`src/rtl/hs_rr_arbiter.sv`:
```
// Round-robin N:1 valid/ready arbiter with a single registered output slot.
// Optional burst mode (define HS_ARB_BURST_EN) keeps a requester granted for up to BURST_LEN beats.
`timescale 1ns/1ps
module hs_rr_arbiter #(
    parameter int DW        = 8,
    parameter int NREQ      = 4,
    parameter int BURST_LEN = 4
) (
    input  logic                      clk,
    input  logic                      rst_n,
    input  logic [NREQ-1:0]           valid_pre_i,
    input  logic [NREQ*DW-1:0]        data_pre_i,
    output logic [NREQ-1:0]           ready_pre_o,
    output logic                      valid_post_o,
    output logic [DW-1:0]             data_post_o,
    output logic [$clog2(NREQ)-1:0]   id_post_o,
    input  logic                      ready_post_i
);
    localparam int IW = $clog2(NREQ);

    logic            valid_reg;
    logic [DW-1:0]   data_reg;
    logic [IW-1:0]   id_reg;
    logic [IW-1:0]   ptr_reg;

    logic            load;
    logic            accept;
    logic [NREQ-1:0] above;
    logic [NREQ-1:0] masked;
    logic [NREQ-1:0] rr_grant;
    logic [NREQ-1:0] grant;
    logic [IW-1:0]   grant_id;
    logic [DW-1:0]   grant_data;

    // Requesters strictly above the last winner get first pick; otherwise wrap to the lowest index.
    for (genvar gi = 0; gi < NREQ; gi++) begin : g_above
        assign above[gi] = (IW'(gi) > ptr_reg);
    end

    assign masked   = valid_pre_i & above;
    assign rr_grant = (|masked) ? (masked & (~masked + NREQ'(1)))
                                : (valid_pre_i & (~valid_pre_i + NREQ'(1)));

`ifdef HS_ARB_BURST_EN
    logic [3:0] burst_cnt_reg;
    logic       hold;

    assign hold  = (burst_cnt_reg != 4'd0) && (burst_cnt_reg < 4'(BURST_LEN)) && valid_pre_i[ptr_reg];
    assign grant = hold ? (NREQ'(1) << ptr_reg) : rr_grant;

    always_ff @(posedge clk or negedge rst_n) begin
        if (!rst_n) begin
            burst_cnt_reg <= 4'd0;
        end else if (accept) begin
            if (grant_id == ptr_reg && burst_cnt_reg < 4'(BURST_LEN))
                burst_cnt_reg <= burst_cnt_reg + 4'd1;
            else
                burst_cnt_reg <= 4'd1;
        end
    end
`else
    assign grant = rr_grant;
`endif

    // grant is one-hot or zero, so OR-ing the selected lanes is a clean mux.
    always_comb begin
        grant_id   = '0;
        grant_data = '0;
        for (int k = 0; k < NREQ; k++) begin
            if (grant[k]) begin
                grant_id   = grant_id | IW'(k);
                grant_data = grant_data | data_pre_i[k*DW +: DW];
            end
        end
    end

    assign load        = !valid_reg || ready_post_i;
    assign ready_pre_o = load ? grant : '0;
    assign accept      = |ready_pre_o;

    always_ff @(posedge clk or negedge rst_n) begin
        if (!rst_n) begin
            valid_reg <= 1'b0;
            data_reg  <= '0;
            id_reg    <= '0;
            ptr_reg   <= IW'(NREQ - 1);
        end else if (accept) begin
            valid_reg <= 1'b1;
            data_reg  <= grant_data;
            id_reg    <= grant_id;
            ptr_reg   <= grant_id;
        end else if (ready_post_i) begin
            valid_reg <= 1'b0;
        end
    end

    assign valid_post_o = valid_reg;
    assign data_post_o  = data_reg;
    assign id_post_o    = id_reg;

endmodule

```
`config.mk`:
```
export PLATFORM = sky130hd
export DESIGN_NAME = hs_rr_arbiter
export DESIGN_NICKNAME = d
export VERILOG_FILES = /design/src/rtl/hs_rr_arbiter.sv
export SDC_FILE = /design/constraint.sdc
export NUM_CORES = 1
export LEC_CHECK = 0
export BUFFER_PORTS_ARGS = -buffer_cell sky130_fd_sc_hd__buf_2
export CELL_PAD_IN_SITES_DETAIL_PLACEMENT = 0
export CELL_PAD_IN_SITES_GLOBAL_PLACEMENT = 1
export CORE_ASPECT_RATIO = 1.2
export CORE_UTILIZATION = 33
export DETAILED_ROUTE_END_ITERATION = 10
export HOLD_SLACK_MARGIN = 0.08
export PLACE_DENSITY_LB_ADDON = 0.1
export SYNTH_ARGS = -nofsm -noshare
export SYNTH_HDL_FRONTEND = slang
export SYNTH_SLANG_ARGS = --single-unit
export TNS_END_PERCENT = 10
```
`constraint.sdc`:
```
create_clock -name clk -period 2.8 [get_ports clk]
set_input_delay 0 -clock clk [delete_from_list [all_inputs] [get_ports clk]]
set_output_delay 0 -clock clk [all_outputs]
set_load 0.01 [all_outputs]
```
# [Word level (Yosys, flattened, before mapping)]
# Index checks and enable logic that the tools add are counted.
[word_totals] regBits=13 in_bits=39 out_inout_bits=15 elab_cells=34
[op_classes] n_addsub=2 magnitude_cmp=4 muxes=11 bitwise_logic=8 reduce_logical=5
[ops] operator="8-bit two-way mux" count=4
[ops] operator="8-bit bitwise OR" count=3
[ops] operator="4-bit AND" count=3
[ops] operator="4-bit by 1-bit adder with 4-bit output, second input constant" count=2
[ops] operator="4-bit two-way mux" count=2
[ops] operator="4-bit inverter" count=2
[ops] operator="4-bit OR reduction" count=2
[ops] operator="1-bit by 2-bit greater-than comparator with 1-bit output, first input constant" count=2
[ops] operator="2-bit greater-than comparator, first input constant" count=2
[ops] operator="2-bit two-way mux" count=2
[ops] operator="1-bit two-way mux" count=3
[ops] operator="2-bit nonzero test" count=1
[ops] operator="1-bit zero test" count=1
[ops] operator="1-bit logical OR" count=1

# [Logic depth before layout (Yosys ltp)]
[depth] ltp_word=13 ltp_mapped=7 mapped_depth_nobuf=5

# [Worst setup path after synthesis]
# No wires, ideal clock.
[synth_timing] path_type="register to register" start="register ptr_reg[1]" end="register data_reg[0] (netlist: data_post_o[0])" arrival_time_ns=1.708 t_required_ns=2.675 slack_ns=0.967 path_stages_with_launch=7 n_path_buf=1 synth_period_minus_slack_ns=1.833 cell_sequence="dfstp_2 o21bai_2 nand2_1 or2_4 a31oi_4 buf_6 mux2_4"
[synth_between] elab_chain_cells=13
[synth_rtl] element="start: declaration" line="24" text="logic [IW-1:0] ptr_reg;"
[synth_rtl] element="start signal: assignment" line="86" text="ptr_reg <= IW'(NREQ - 1);"
[synth_rtl] element="start signal: assignment" line="91" text="ptr_reg <= grant_id;"
[synth_rtl] element="1-bit by 2-bit greater-than comparator with 1-bit output" line="37" text="assign above[gi] = (IW'(gi) > ptr_reg);"
[synth_rtl] element="4-bit AND *" line="40" text="assign masked = valid_pre_i & above;"
[synth_rtl] element="4-bit inverter" line="41" text="assign rr_grant = (|masked) ? (masked & (~masked + NREQ'(1)))"
[synth_rtl] element="4-bit by 1-bit adder with 4-bit output" line="41"
[synth_rtl] element="4-bit AND" line="41"
[synth_rtl] element="4-bit two-way mux *" line="41"
[synth_rtl] element="8-bit two-way mux" line="70" text="if (grant[k]) begin"
[synth_rtl] element="8-bit bitwise OR" line="72" text="grant_data = grant_data | data_pre_i[k*DW +: DW];"
[synth_rtl] element="8-bit two-way mux" line="70"
[synth_rtl] element="8-bit bitwise OR" line="72"
[synth_rtl] element="8-bit two-way mux" line="70"
[synth_rtl] element="8-bit bitwise OR" line="72"
[synth_rtl] element="8-bit two-way mux" line="70"
[synth_rtl] element="end signal: assignment" line="89" text="data_reg <= grant_data;"
[synth_rtl] element="end: declaration" line="22" text="logic [DW-1:0] data_reg;"
# Every way passes the cells marked *; elsewhere a longest branch is shown, timed or not.
# A chain may end at the register's enable or synchronous reset.

# [Worst setup path in the final report]
[layout_timing] start="register ptr_reg[1]" end="register data_reg[6] (netlist: data_post_o[6])"
# Same word-level chain as after synthesis.

==> metrics.cfg <==
[clocking]
cts_sinks = 13
cts_made_buffers = 3
clkLatencyLatePin_ns = 0.27
cts.root.buffer_cell = clkbuf_4
cts_buffer_depth = 2
cts.clk_slew.worst_paths_ns = 0.08
h-tree-depth = 1
cts_tree = built

[global_routing]
grt_pass1_vias = 955
grt_max_degree = 14
grt_pass1_wl_mm = 4.14
gr-total-overflow = 0
antenna_found_initial = 0
track_usage_pct = 17.7

[worst_setup_path]
critPathLaunchType = flip-flop
crit_path_end_kind = flip-flop
criticalPathCategory = flip-flop to flip-flop
cp_max_fo = 13
arrival_ns = 2.67
worstPathRequired_ns = 2.96

[pwr]
pwr-share-comb_pct = 58.3
switching_power_uw = 441
p_int_uw = 689
p_leak_nw = 0.674
p_clk_share_pct = 10.3
p_per_area_mw_per_mm2 = 840
peakVddDrop_v = 0.000326
switching_share_pct = 39.0
power_mw = 1.13
power_frac_seq_pct = 31.4

[synthesis]
syn_area_um2 = 961
synth.avg_cell_area_um2 = 9.42
ys_ff_latch = 13
synth_warnings = 0
ys_seq_area_share_pct = 34.1
netlist-cell-type-count = 30
synth_nets = 141
synthCells = 102

[placed_design]
postPlaceCellArea_mm2 = 0.00123
dp_hpwl_mm = 1.93
io_buffers = 53
dp_cells = 184
place.gp.congestion = 0.795

[timing]
min_period_ns = 2.51
finalHoldViolCount = 0
fmax_ghz = 0.399
slew_violations = 0
worstMarginPinSlew_ns = 0.736
setup_viol = 0
slew_headroom_pct = 50.6
period_share_pct = 89.6
fin_skew_ns = 0.00132
rsz0062_at_grt = false
fin_setup_tns_ns = 0

[final_layout]
area_delta_synth_final_pct = 40.0
largest_reg_flops = 8
diodes = 0
finalInstanceArea_mm2 = 0.00135
drive_gt1_share_pct = 44.2
fin_nets = 203
finalNonFillerCells = 197

[detailed_routing]
firstDrtPassIters = 4
wl_mm = 2.56
initialDrtViolationCount = 17
drc = 0
avgRoutedWirePerCell_um = 13.0
ant_nets = 0
vias_per_cell = 5.06
num_vias = 996

[floorplan]
die_x_um = 51.3
ios = 54
row_count = 21
core_mm2 = 0.00279
fp.dieArea_mm2 = 0.00313
dieHeight_um = 61.1
start_util_pct = 34.5

[worst_hold_path]
hp-class = primary input to flip-flop

[job]
cap_violations = 0

[status]
outcome = completed

-- cell families after synthesis --
family | synth area share [%]
AOI/OAI and AO/OA | 29.2
and+or+nand+nor | 16.1
buffers and inverters | 8.85
DFF | 34.1
muxes | 11.7
-- placed cells by master (no fill, tap or decap), types with 5 or more instances in the layout --
| cell type | n |
|---|---|
| o21ai_0 | 5 |
| inv_1 | 12 |
| nand3_1 | 9 |
| mux2_4 | 6 |
| o22ai_1 | 8 |
| buf_2 | 53 |
| a221o_1 | 8 |
| dfrtp_1 | 11 |
| dlygate4sd3_1 | 9 |
| nor2_1 | 6 |
-- per-stage QoR --
stage / worst slack [ns] / hold slack [ns] / utilization (%)
2_1_floorplan: 0.967 / -0.296 / -
3_3_place_gp: 0.712 / -0.0945 / 44.1
3_5_place_dp: 0.668 / -0.0881 / 44.1
4_1_cts: 0.293 / 0.0804 / 48.3
5_1_grt: 0.136 / 0.0961 / 48.3
6_report: 0.292 / 0.0842 / 48.3
-- routing by layer --
layer | track usage, % | part of all wire [%] | up-vias
met5 | 0 | 0 | -
met4 | 8.11 | 1.1 | 0
met3 | 1.48 | 7.4 | 2
met2 | 30.1 | 48 | 39
met1 | 23.1 | 44 | 456
li1 | - | - | 499
-- power by group through the flow --
stage | combinational [mW] | clock [mW] | sequential [mW]
2_1_floorplan | 0.445 | 0 | 0.385
3_5_place_dp | 0.642 | 0 | 0.356
4_1_cts | 0.666 | 0.122 | 0.355
6_report | 0.658 | 0.116 | 0.355
3_3_place_gp | 0.637 | 0 | 0.355
5_1_grt | 0.728 | 0.126 | 0.372
-- layout make-up --
type	instances	area (µm²)
Clock buffer	4	26.3
Sequential cell	13	328
Multi-Input combinational cell	72	548
Tap cell	34	42.5
Timing Repair Buffer	62	355
Fill cell	296	1440
Inverter	12	45.0
-- path summary, 6_finish.rpt --
path	startpoint	endpoint	slack [ns]	cells after the start
max in group asynchronous	rst_n	ptr_reg[1]$_DFFE_PN1P_	2.38	2
setup reg to reg	ptr_reg[1]$_DFFE_PN1P_	data_post_o[6]$_DFFE_PN0P_	0.29	6
hold / removal	data_pre_i[12]	data_post_o[4]$_DFFE_PN0P_	0.08	3
hold reg to reg	id_post_o[0]$_DFFE_PN0P_	id_post_o[0]$_DFFE_PN0P_	0.50	1
setup / recovery	ptr_reg[1]$_DFFE_PN1P_	data_post_o[6]$_DFFE_PN0P_	0.29	6
min in group asynchronous	rst_n	data_post_o[1]$_DFFE_PN0P_	0.14	2
-- synth_stat cells, drive strengths merged --
| master | instances | area (µm²) |
|---|---|---|
| o21bai | 2 | 18.8 |
| nand2 | 2 | 7.51 |
| a21oi | 4 | 23.8 |
| o31a | 1 | 8.76 |
| nand3 | 9 | 45.0 |
| dfstp | 2 | 52.6 |
| nor2b | 2 | 12.5 |
| or2 | 1 | 8.76 |
| o22ai | 8 | 50.1 |
| a221o | 8 | 80.1 |
| dfrtp | 11 | 275 |
| a211oi | 1 | 20.0 |
| nand4 | 1 | 6.26 |
| o21ai | 6 | 30.0 |
| inv | 12 | 45.0 |
| o211ai | 1 | 12.5 |
| o21a | 2 | 15.0 |
| nor2 | 6 | 22.5 |
| a31oi | 1 | 21.3 |
| nor3 | 3 | 15.0 |
| and2 | 2 | 12.5 |
| mux2 | 8 | 113 |
| nand2b | 4 | 25.0 |
| buf | 5 | 40.0 |
-- critical path: stages (launching register included) --
cell and delay [ns]:
dfstp_2 0.59, a21oi_1 0.09, o211ai_2 0.49, o22ai_1 0.15
a221o_1 0.27, dlygate4sd3_1 0.56, mux2_4 0.25
-- timing repair --
action / CTS / global route
hold buffers: 9 / 0
resized for setup: 0 / 0
setup buffers: 0 / 0
hold endpoints to repair: 19 / 0
No activity file was read; power rests on OpenSTA's default activity.
